### src/rtl/lcd_timing_pkg.sv
// Shared timing constants, types and test-pattern colours for the parallel-RGB LCD driver.
// The colour-bar source is used by lcd_rgb_driver when LCD_TEST_PATTERN_EN is defined.
package lcd_timing_pkg;

  localparam int H_SYNC_DEF  = 41;
  localparam int H_BACK_DEF  = 2;
  localparam int H_DISP_DEF  = 480;
  localparam int H_FRONT_DEF = 2;
  localparam int V_SYNC_DEF  = 10;
  localparam int V_BACK_DEF  = 2;
  localparam int V_DISP_DEF  = 272;
  localparam int V_FRONT_DEF = 2;

  localparam int H_TOTAL = H_SYNC_DEF + H_BACK_DEF + H_DISP_DEF + H_FRONT_DEF;
  localparam int V_TOTAL = V_SYNC_DEF + V_BACK_DEF + V_DISP_DEF + V_FRONT_DEF;

  typedef logic [10:0] cnt_t;
  typedef logic [8:0]  coord_t;
  typedef logic [23:0] rgb_t;

  // Per-cycle sync decode carried down the output delay line.
  typedef struct packed {
    logic hs_n;
    logic vs_n;
    logic act;
  } sync_t;

  localparam sync_t SYNC_IDLE = '{hs_n: 1'b1, vs_n: 1'b1, act: 1'b0};

  localparam rgb_t C_WHITE   = 24'hFFFFFF;
  localparam rgb_t C_YELLOW  = 24'hFFFF00;
  localparam rgb_t C_CYAN    = 24'h00FFFF;
  localparam rgb_t C_GREEN   = 24'h00FF00;
  localparam rgb_t C_MAGENTA = 24'hFF00FF;
  localparam rgb_t C_RED     = 24'hFF0000;
  localparam rgb_t C_BLUE    = 24'h0000FF;
  localparam rgb_t C_BLACK   = 24'h000000;

  function automatic rgb_t bar_color(input logic [2:0] idx);
    case (idx)
      3'd0:    return C_WHITE;
      3'd1:    return C_YELLOW;
      3'd2:    return C_CYAN;
      3'd3:    return C_GREEN;
      3'd4:    return C_MAGENTA;
      3'd5:    return C_RED;
      3'd6:    return C_BLUE;
      default: return C_BLACK;
    endcase
  endfunction

endpackage

### src/rtl/lcd_rgb_driver_if.sv
// Pixel bus of the LCD driver: request/colour exchange with the data generator
// and the registered panel-side signals.
interface lcd_rgb_driver_if;
  import lcd_timing_pkg::*;

  coord_t cur_x;
  coord_t cur_y;
  rgb_t   lcd_data_in;
  logic   frame_start;
  logic   lcd_hs;
  logic   lcd_vs;
  logic   lcd_de;
  rgb_t   lcd_rgb;

  modport master (
    output cur_x, cur_y, frame_start, lcd_hs, lcd_vs, lcd_de, lcd_rgb,
    input  lcd_data_in
  );

  modport slave (
    input  cur_x, cur_y, frame_start, lcd_hs, lcd_vs, lcd_de, lcd_rgb,
    output lcd_data_in
  );
endinterface

### src/rtl/lcd_scan_counter.sv
// Horizontal/vertical scan counters with wrap and enable; o_eof flags the last
// pixel of a frame. Disable or reset returns both counters to (0,0).
module lcd_scan_counter
  import lcd_timing_pkg::*;
#(
  parameter int H_TOTAL_P = H_TOTAL,
  parameter int V_TOTAL_P = V_TOTAL
) (
  input  logic clk,
  input  logic rst,
  input  logic i_en,
  output cnt_t o_h_cnt,
  output cnt_t o_v_cnt,
  output logic o_eof
);

  localparam cnt_t H_LAST = cnt_t'(H_TOTAL_P - 1);
  localparam cnt_t V_LAST = cnt_t'(V_TOTAL_P - 1);

  cnt_t r_h_cnt;
  cnt_t r_v_cnt;
  logic w_h_wrap;
  logic w_v_wrap;

  assign w_h_wrap = (r_h_cnt == H_LAST);
  assign w_v_wrap = (r_v_cnt == V_LAST);

  // NOTE: sequential state uses non-blocking assignments so every register samples pre-edge values.
  always_ff @(posedge clk) begin
    if (rst || !i_en) begin
      r_h_cnt <= '0;
      r_v_cnt <= '0;
    end else begin
      r_h_cnt <= w_h_wrap ? '0 : r_h_cnt + 11'd1;
      if (w_h_wrap) begin
        r_v_cnt <= w_v_wrap ? '0 : r_v_cnt + 11'd1;
      end
    end
  end

  assign o_h_cnt = r_h_cnt;
  assign o_v_cnt = r_v_cnt;
  assign o_eof   = w_h_wrap && w_v_wrap;

endmodule

### src/rtl/lcd_rgb_driver.sv
// Parallel-RGB LCD timing driver: scan decode, pixel requests, 2-stage aligned outputs.
// Define LCD_TEST_PATTERN_EN to replace lcd_data_in with 8 vertical colour bars.
module lcd_rgb_driver
  import lcd_timing_pkg::*;
#(
  parameter int H_SYNC  = H_SYNC_DEF,
  parameter int H_BACK  = H_BACK_DEF,
  parameter int H_DISP  = H_DISP_DEF,
  parameter int H_FRONT = H_FRONT_DEF,
  parameter int V_SYNC  = V_SYNC_DEF,
  parameter int V_BACK  = V_BACK_DEF,
  parameter int V_DISP  = V_DISP_DEF,
  parameter int V_FRONT = V_FRONT_DEF
) (
  input  logic              clk,
  input  logic              rst,
  input  logic              lcd_en,
  lcd_rgb_driver_if.master  bus
);

  localparam int H_TOTAL_L = H_SYNC + H_BACK + H_DISP + H_FRONT;
  localparam int V_TOTAL_L = V_SYNC + V_BACK + V_DISP + V_FRONT;

  localparam cnt_t H_SYNC_C = cnt_t'(H_SYNC);
  localparam cnt_t V_SYNC_C = cnt_t'(V_SYNC);
  localparam cnt_t H_ACT_LO = cnt_t'(H_SYNC + H_BACK);
  localparam cnt_t H_ACT_HI = cnt_t'(H_SYNC + H_BACK + H_DISP);
  localparam cnt_t V_ACT_LO = cnt_t'(V_SYNC + V_BACK);
  localparam cnt_t V_ACT_HI = cnt_t'(V_SYNC + V_BACK + V_DISP);

  cnt_t   w_h_cnt;
  cnt_t   w_v_cnt;
  logic   w_eof;
  logic   w_clear;
  sync_t  w_sync;
  coord_t w_x_off;
  coord_t w_y_off;
  rgb_t   w_rgb_next;

  coord_t r_cur_x;
  coord_t r_cur_y;
  logic   r_sof_pend;
  logic   r_frame_start;
  sync_t  r_sync_d1;
  sync_t  r_sync_d2;
  rgb_t   r_rgb;

  lcd_scan_counter #(
    .H_TOTAL_P (H_TOTAL_L),
    .V_TOTAL_P (V_TOTAL_L)
  ) u_scan (
    .clk     (clk),
    .rst     (rst),
    .i_en    (lcd_en),
    .o_h_cnt (w_h_cnt),
    .o_v_cnt (w_v_cnt),
    .o_eof   (w_eof)
  );

  // Reset and disable collapse into one synchronous clear; reset therefore wins over lcd_en.
  assign w_clear = rst || !lcd_en;

  assign w_sync = '{
    hs_n: (w_h_cnt >= H_SYNC_C),
    vs_n: (w_v_cnt >= V_SYNC_C),
    act:  (w_h_cnt >= H_ACT_LO) && (w_h_cnt < H_ACT_HI) &&
          (w_v_cnt >= V_ACT_LO) && (w_v_cnt < V_ACT_HI)
  };

  assign w_x_off = coord_t'(w_h_cnt - H_ACT_LO);
  assign w_y_off = coord_t'(w_v_cnt - V_ACT_LO);

  // NOTE: w_rgb_next gets its default first so no path leaves it unassigned (no latch).
  always_comb begin
    w_rgb_next = '0;
    if (r_sync_d1.act) begin
`ifdef LCD_TEST_PATTERN_EN
      w_rgb_next = bar_color(r_cur_x[8:6]);
`else
      w_rgb_next = bus.lcd_data_in;
`endif
    end
  end

  // r_sof_pend is high exactly while the counters sit at (0,0), so the pulse lands one cycle later.
  always_ff @(posedge clk) begin
    if (w_clear) begin
      r_cur_x       <= '0;
      r_cur_y       <= '0;
      r_sof_pend    <= 1'b1;
      r_frame_start <= 1'b0;
      r_sync_d1     <= SYNC_IDLE;
      r_sync_d2     <= SYNC_IDLE;
      r_rgb         <= '0;
    end else begin
      r_frame_start <= r_sof_pend;
      r_sof_pend    <= w_eof;
      if (w_sync.act) begin
        r_cur_x <= w_x_off;
        r_cur_y <= w_y_off;
      end
      r_sync_d1 <= w_sync;
      r_sync_d2 <= r_sync_d1;
      r_rgb     <= w_rgb_next;
    end
  end

  assign bus.cur_x       = r_cur_x;
  assign bus.cur_y       = r_cur_y;
  assign bus.frame_start = r_frame_start;
  assign bus.lcd_hs      = r_sync_d2.hs_n;
  assign bus.lcd_vs      = r_sync_d2.vs_n;
  assign bus.lcd_de      = r_sync_d2.act;
  assign bus.lcd_rgb     = r_rgb;

endmodule
### src/flat_wrapper.sv
// flat-port wrapper written by rule: the top's interface ports become plain ports
module lcd_rgb_driver_flat import lcd_timing_pkg::*;
#(
  parameter int H_SYNC  = H_SYNC_DEF,
  parameter int H_BACK  = H_BACK_DEF,
  parameter int H_DISP  = H_DISP_DEF,
  parameter int H_FRONT = H_FRONT_DEF,
  parameter int V_SYNC  = V_SYNC_DEF,
  parameter int V_BACK  = V_BACK_DEF,
  parameter int V_DISP  = V_DISP_DEF,
  parameter int V_FRONT = V_FRONT_DEF
)
  (clk, rst, lcd_en, bus_cur_x, bus_cur_y, bus_frame_start, bus_lcd_hs, bus_lcd_vs, bus_lcd_de, bus_lcd_rgb, bus_lcd_data_in);
  lcd_rgb_driver_if bus_i ();
  input  logic clk;
  input  logic rst;
  input  logic lcd_en;
  output wire logic [$bits(bus_i.cur_x)-1:0] bus_cur_x;
  output wire logic [$bits(bus_i.cur_y)-1:0] bus_cur_y;
  output wire logic [$bits(bus_i.frame_start)-1:0] bus_frame_start;
  output wire logic [$bits(bus_i.lcd_hs)-1:0] bus_lcd_hs;
  output wire logic [$bits(bus_i.lcd_vs)-1:0] bus_lcd_vs;
  output wire logic [$bits(bus_i.lcd_de)-1:0] bus_lcd_de;
  output wire logic [$bits(bus_i.lcd_rgb)-1:0] bus_lcd_rgb;
  input wire logic [$bits(bus_i.lcd_data_in)-1:0] bus_lcd_data_in;
  assign bus_cur_x = bus_i.cur_x;
  assign bus_cur_y = bus_i.cur_y;
  assign bus_frame_start = bus_i.frame_start;
  assign bus_lcd_hs = bus_i.lcd_hs;
  assign bus_lcd_vs = bus_i.lcd_vs;
  assign bus_lcd_de = bus_i.lcd_de;
  assign bus_lcd_rgb = bus_i.lcd_rgb;
  assign bus_i.lcd_data_in = bus_lcd_data_in;
  lcd_rgb_driver #(.H_SYNC(H_SYNC), .H_BACK(H_BACK), .H_DISP(H_DISP), .H_FRONT(H_FRONT), .V_SYNC(V_SYNC), .V_BACK(V_BACK), .V_DISP(V_DISP), .V_FRONT(V_FRONT)) u_core (.clk(clk), .rst(rst), .lcd_en(lcd_en), .bus(bus_i));
endmodule
### config.mk
export PLATFORM = sky130hd
export DESIGN_NAME = lcd_rgb_driver_flat
export DESIGN_NICKNAME = d
export VERILOG_FILES = /design/src/rtl/lcd_timing_pkg.sv /design/src/rtl/lcd_rgb_driver_if.sv /design/src/rtl/lcd_scan_counter.sv /design/src/rtl/lcd_rgb_driver.sv /design/src/flat_wrapper.sv
export SDC_FILE = /design/constraint.sdc
export NUM_CORES = 1
export LEC_CHECK = 0
export BUFFER_PORTS_ARGS = -buffer_cell sky130_fd_sc_hd__buf_2
export CAP_MARGIN = 20
export CORE_ASPECT_RATIO = 0.5
export CORE_MARGIN = 1
export CORE_UTILIZATION = 40
export DETAILED_ROUTE_END_ITERATION = 8
export PLACE_DENSITY = 0.7
export SETUP_SLACK_MARGIN = 0.02
export SLEW_MARGIN = 25
export SYNTH_ARGS = -nofsm -noshare
export SYNTH_HDL_FRONTEND = slang
export SYNTH_HIERARCHICAL = 1
export SYNTH_SLANG_ARGS = --single-unit
### constraint.sdc
create_clock -name clk -period 2.85 [get_ports clk]
set_clock_uncertainty 0.15 [all_clocks]
set_input_delay 0.285 -clock clk [delete_from_list [all_inputs] [get_ports clk]]
set_output_delay 0.285 -clock clk [all_outputs]
set_load 0.1 [all_outputs]
==> flow_summary_export.csv <==
group,metric,value,unit
global_route,grt_pass1_wl,11470,µm
cells_and_area,drive_gt1_frac,0.2864,
cells_and_area,fin_nets,428,
clock_tree,clk_path_buf_depth,2,
placed_design,placed_cell_area,3537,µm²
critical_path,path_max_fanout,12,
outcome,violations,"design-rule violations",
floorplanning,start_util,0.4159,
global_route,grt_max_degree,31,
sta,fin_tns_setup,0,ns
power_and_ir_drop,netSwitchingFraction,0.2058,
sta,hold_violations,0,
sta,holdWs,0.03008,ns
critical_path,crit_start,"u_core/u_scan/o_h_cnt[6]",
critical_path,crit_arrival,2.50,ns
placed_design,dp_slack,0.3796,ns
floorplanning,die_y,63.82,µm
min_path,hp-class,"primary input to flop",
global_route,antenna_found_initial,0,
routing,firstDrtPassIters,9,
clock_tree,ctsResizeCount,0,
synth,synth-edff-count,0,
floorplanning,row_count,22,
critical_path,start_kind,"flop",
floorplanning,die_area,8017,µm²
synth,synth-seq-cells,72,
clock_tree,cts-root-buf,"clkbuf_16",
critical_path,timing.rr.end,"u_core/bus.cur_y[2]",
floorplanning,pin_count,73,
sta,min_period,2.476,ns
global_route,groute.usage.overall,0.1843,
placed_design,dp_hpwl,4751,µm
cells_and_area,n_fill_cell,674,
sta,tightest_slew,0.8304,ns
power_and_ir_drop,p_int,1804,µW
sta,min_period_over_period,0.8686,
global_route,grt-ovfl-total,0,
routing,drc,9,
min_path,hold_depth,2,
clock_tree,cts_inserted_buffers,9,
cells_and_area,multi_input_area,1518,µm²
cells_and_area,area_growth,26.24,%
routing,drt-total-wl,6939,µm
critical_path,r2r_slack,0.37,ns
critical_path,critical-path-max-stage-delay,0.59,ns
critical_path,crit_chain,"or4_4, a2111oi_4, o21ai_2, nor2_2, a211oi_1",
clock_tree,cts.clk_slew.worst_paths,0.06,ns
routing,routed_via_density,5.259,
clock_tree,cts-hold-fix-buffers,0,
critical_path,cp_num_buf_inv,0,
critical_path,cp.depth,5,
routing,vias,2598,
power_and_ir_drop,power.total,2272,µW
power_and_ir_drop,peakVddDrop,0.3114,mV
global_route,grt_pass1_vias,2338,
power_and_ir_drop,switchingPower,467.4,µW
floorplanning,die_w,125.6,µm
synth,syn_nets,347,
synth,synth_cell_types,50,
power_and_ir_drop,power.density,588.7,nW/µm²
cells_and_area,finalInstanceArea,3859,µm²
power_and_ir_drop,sequentialPowerShare,0.448,
synth,syn_area_per_cell,9.797,µm²
routing,wl_per_cell,14.05,µm
placed_design,port_buffers,72,
sta,max_freq,404.0,MHz
clock_tree,h-tree-depth,3,
critical_path,cp_slowest_cell,"or4_4",
outcome,status,"finished, violations left",
clock_tree,insertion_delay,0.33,ns
job,cap_violations,0,
sta,slew_viol_final,0,
sta,timing.slew.headroom,0.4464,
clock_tree,cts_sinks,72,
critical_path,critPathTopFamily,"simple AND/OR/NAND/NOR gates",
clock_tree,cts_setup_buffers,0,
power_and_ir_drop,leakage,0.001650,µW
cells_and_area,regArea,1441,µm²
synth,netlist_instances,312,
critical_path,end_kind,"flop",
power_and_ir_drop,clkPwrFrac,0.526,
sta,final-setup-viol-count,0,
routing,drtIter0Drc,153,
synth,ys_warn_count,6,
routing,final_antenna_net_count,0,
clock_tree,cts_tree,"done",
power_and_ir_drop,pwr-share-comb,0.026,
synth,ys_dominant_reg_cell,"dfxtp_1",
critical_path,endpoint,"u_core/bus.cur_y[2]",
floorplanning,design.core.area,7350,µm²
critical_path,worstSetupPathType,"flop to flop",
synth,async_flop_share,0,
placed_design,gp_congestion,0.7783,
critical_path,reg2reg_depth,5,
critical_path,cp.required,2.88,ns
sta,fin_ws,0.3745,ns
synth,yosysSeqAreaShare,0.4716,
synth,syn_area,3057,µm²
sta,rsz0062_at_grt,"no",
cells_and_area,n_antenna_cell,0,
critical_path,rr_startpoint,"u_core/u_scan/o_h_cnt[6]",
-- final cells by class --
class,instances,area share
Multi-Input combinational cell,222,0.3933
Timing Repair Buffer,82,0.1128
Inverter,6,0.005837
Sequential cell,72,0.3735
Tap cell,96,0.03113
Clock inverter,6,0.02399
Clock buffer,10,0.05934
-- per-stage QoR --
stage,cells,utilization
floorplan,312,-
global placement,478,0.4803
detailed placement,478,0.4813
CTS,494,0.5250
global route,494,0.5250
finish,494,0.5250
-- synth_stat cells, types with 2 or more instances --
library cell / n / area share
a211oi_1: 9 / 0.022
a211oi_2: 3 / 0.012
a21oi_1: 25 / 0.041
a21oi_2: 2 / 0.0057
and2_1: 3 / 0.0061
and3_1: 27 / 0.055
buf_12: 2 / 0.013
clkbuf_1: 9 / 0.011
dfxtp_1: 72 / 0.47
ha_1: 8 / 0.033
inv_1: 6 / 0.0074
mux2i_1: 2 / 0.0065
nand2_1: 11 / 0.014
nand2b_1: 5 / 0.010
nand3_1: 17 / 0.028
nand4_1: 5 / 0.010
nand4bb_1: 2 / 0.0074
nor2_1: 18 / 0.022
nor2b_1: 3 / 0.0061
nor3_1: 10 / 0.016
nor4_1: 6 / 0.012
o21a_1: 2 / 0.0049
o21ai_0: 10 / 0.016
or3_1: 4 / 0.0082
or4_4: 2 / 0.0074
xnor2_1: 15 / 0.043
xor2_1: 11 / 0.032
-- cell families (layout without fill, tap and decap cells) --
family | after synthesis | after routing | share of synthesized area
muxes | 2 | 2 | 0.006550
adders and majority gates | 8 | 8 | 0.03275
AOI/OAI and AO/OA | 64 | 64 | 0.1461
DFF | 72 | 72 | 0.4716
buffers and inverters | 18 | 104 | 0.03520
and+or+nand+nor | 122 | 122 | 0.2333
xor gates and xnor gates | 26 | 26 | 0.07450
-- registers in the layout (all words and copies together) (netlist names) --
signal	flops
u_core/bus.lcd_hs	1
u_core/bus.lcd_de	1
u_core/bus.cur_y	9
u_core/r_sof_pend	1
u_core/r_sync_d1	3
u_core/bus.cur_x	9
u_core/bus.lcd_rgb	24
u_core/bus.frame_start	1
u_core/bus.lcd_vs	1
u_core/u_scan/o_h_cnt	11
u_core/u_scan/o_v_cnt	11
-- worst register-to-register path: stages, from the launching register on --
cell and delay, ns:
dfxtp_1 0.43, or4_4 0.59, a2111oi_4 0.40, o21ai_2 0.19, nor2_2 0.42, a211oi_1 0.14
-- power groups by stage --
stage | logic (µW) | clock network (µW) | registers, µW
4_1_cts | 59.9 | 1220 | 1020
6_report | 59.2 | 1200 | 1020
3_3_place_gp | 59.6 | 0 | 1040
3_5_place_dp | 59.6 | 0 | 1040
2_1_floorplan | 22.7 | 0 | 1050
5_1_grt | 65.6 | 1270 | 1020
-- metal layers --
layer	up-vias	part of all wire	GRT usage
met4	0	0.0062	0.08384
met5	-	0	0
met2	90	0.46	0.2840
met3	5	0.077	0.05360
met1	1209	0.46	0.2397
li1	1294	-	-
-- layout by cell type (no fill, tap or decap), types with 2 or more instances in the layout --
master	Yosys	routed
and2_1	3	3
nand4_1	5	5
buf_2	0	72
xnor2_1	15	15
nand2_1	11	11
dfxtp_1	72	72
buf_4	0	10
and3_1	27	27
nand2b_1	5	5
nor2_1	18	18
mux2i_1	2	2
bufinv_16	0	2
xor2_1	11	11
o21a_1	2	2
a21oi_2	2	2
or3_1	4	4
clkbuf_16	0	9
nor3_1	10	10
a211oi_1	9	9
ha_1	8	8
or4_4	2	2
nand4bb_1	2	2
nor4_1	6	6
nor2b_1	3	2
a211oi_2	3	2
o21ai_0	10	10
inv_1	6	6
a21oi_1	25	25
clkinvlp_4	0	2
nand3_1	17	17
-- worst min path at each step --
stage | to | from | slack (ns)
final | u_core/bus.lcd_rgb[9] | bus_lcd_data_in[9] | 0.03
after floorplan | u_core/bus.lcd_hs | u_core/r_sync_d1[2] | 0.24
after global placement | u_core/bus.lcd_vs | u_core/r_sync_d1[1] | 0.24
after global routing | u_core/bus.lcd_rgb[5] | bus_lcd_data_in[5] | 0.02
after detailed placement | u_core/bus.lcd_hs | u_core/r_sync_d1[2] | 0.24
after CTS | u_core/bus.lcd_rgb[4] | bus_lcd_data_in[4] | 0.02
(Power assumes the default switching activity.)
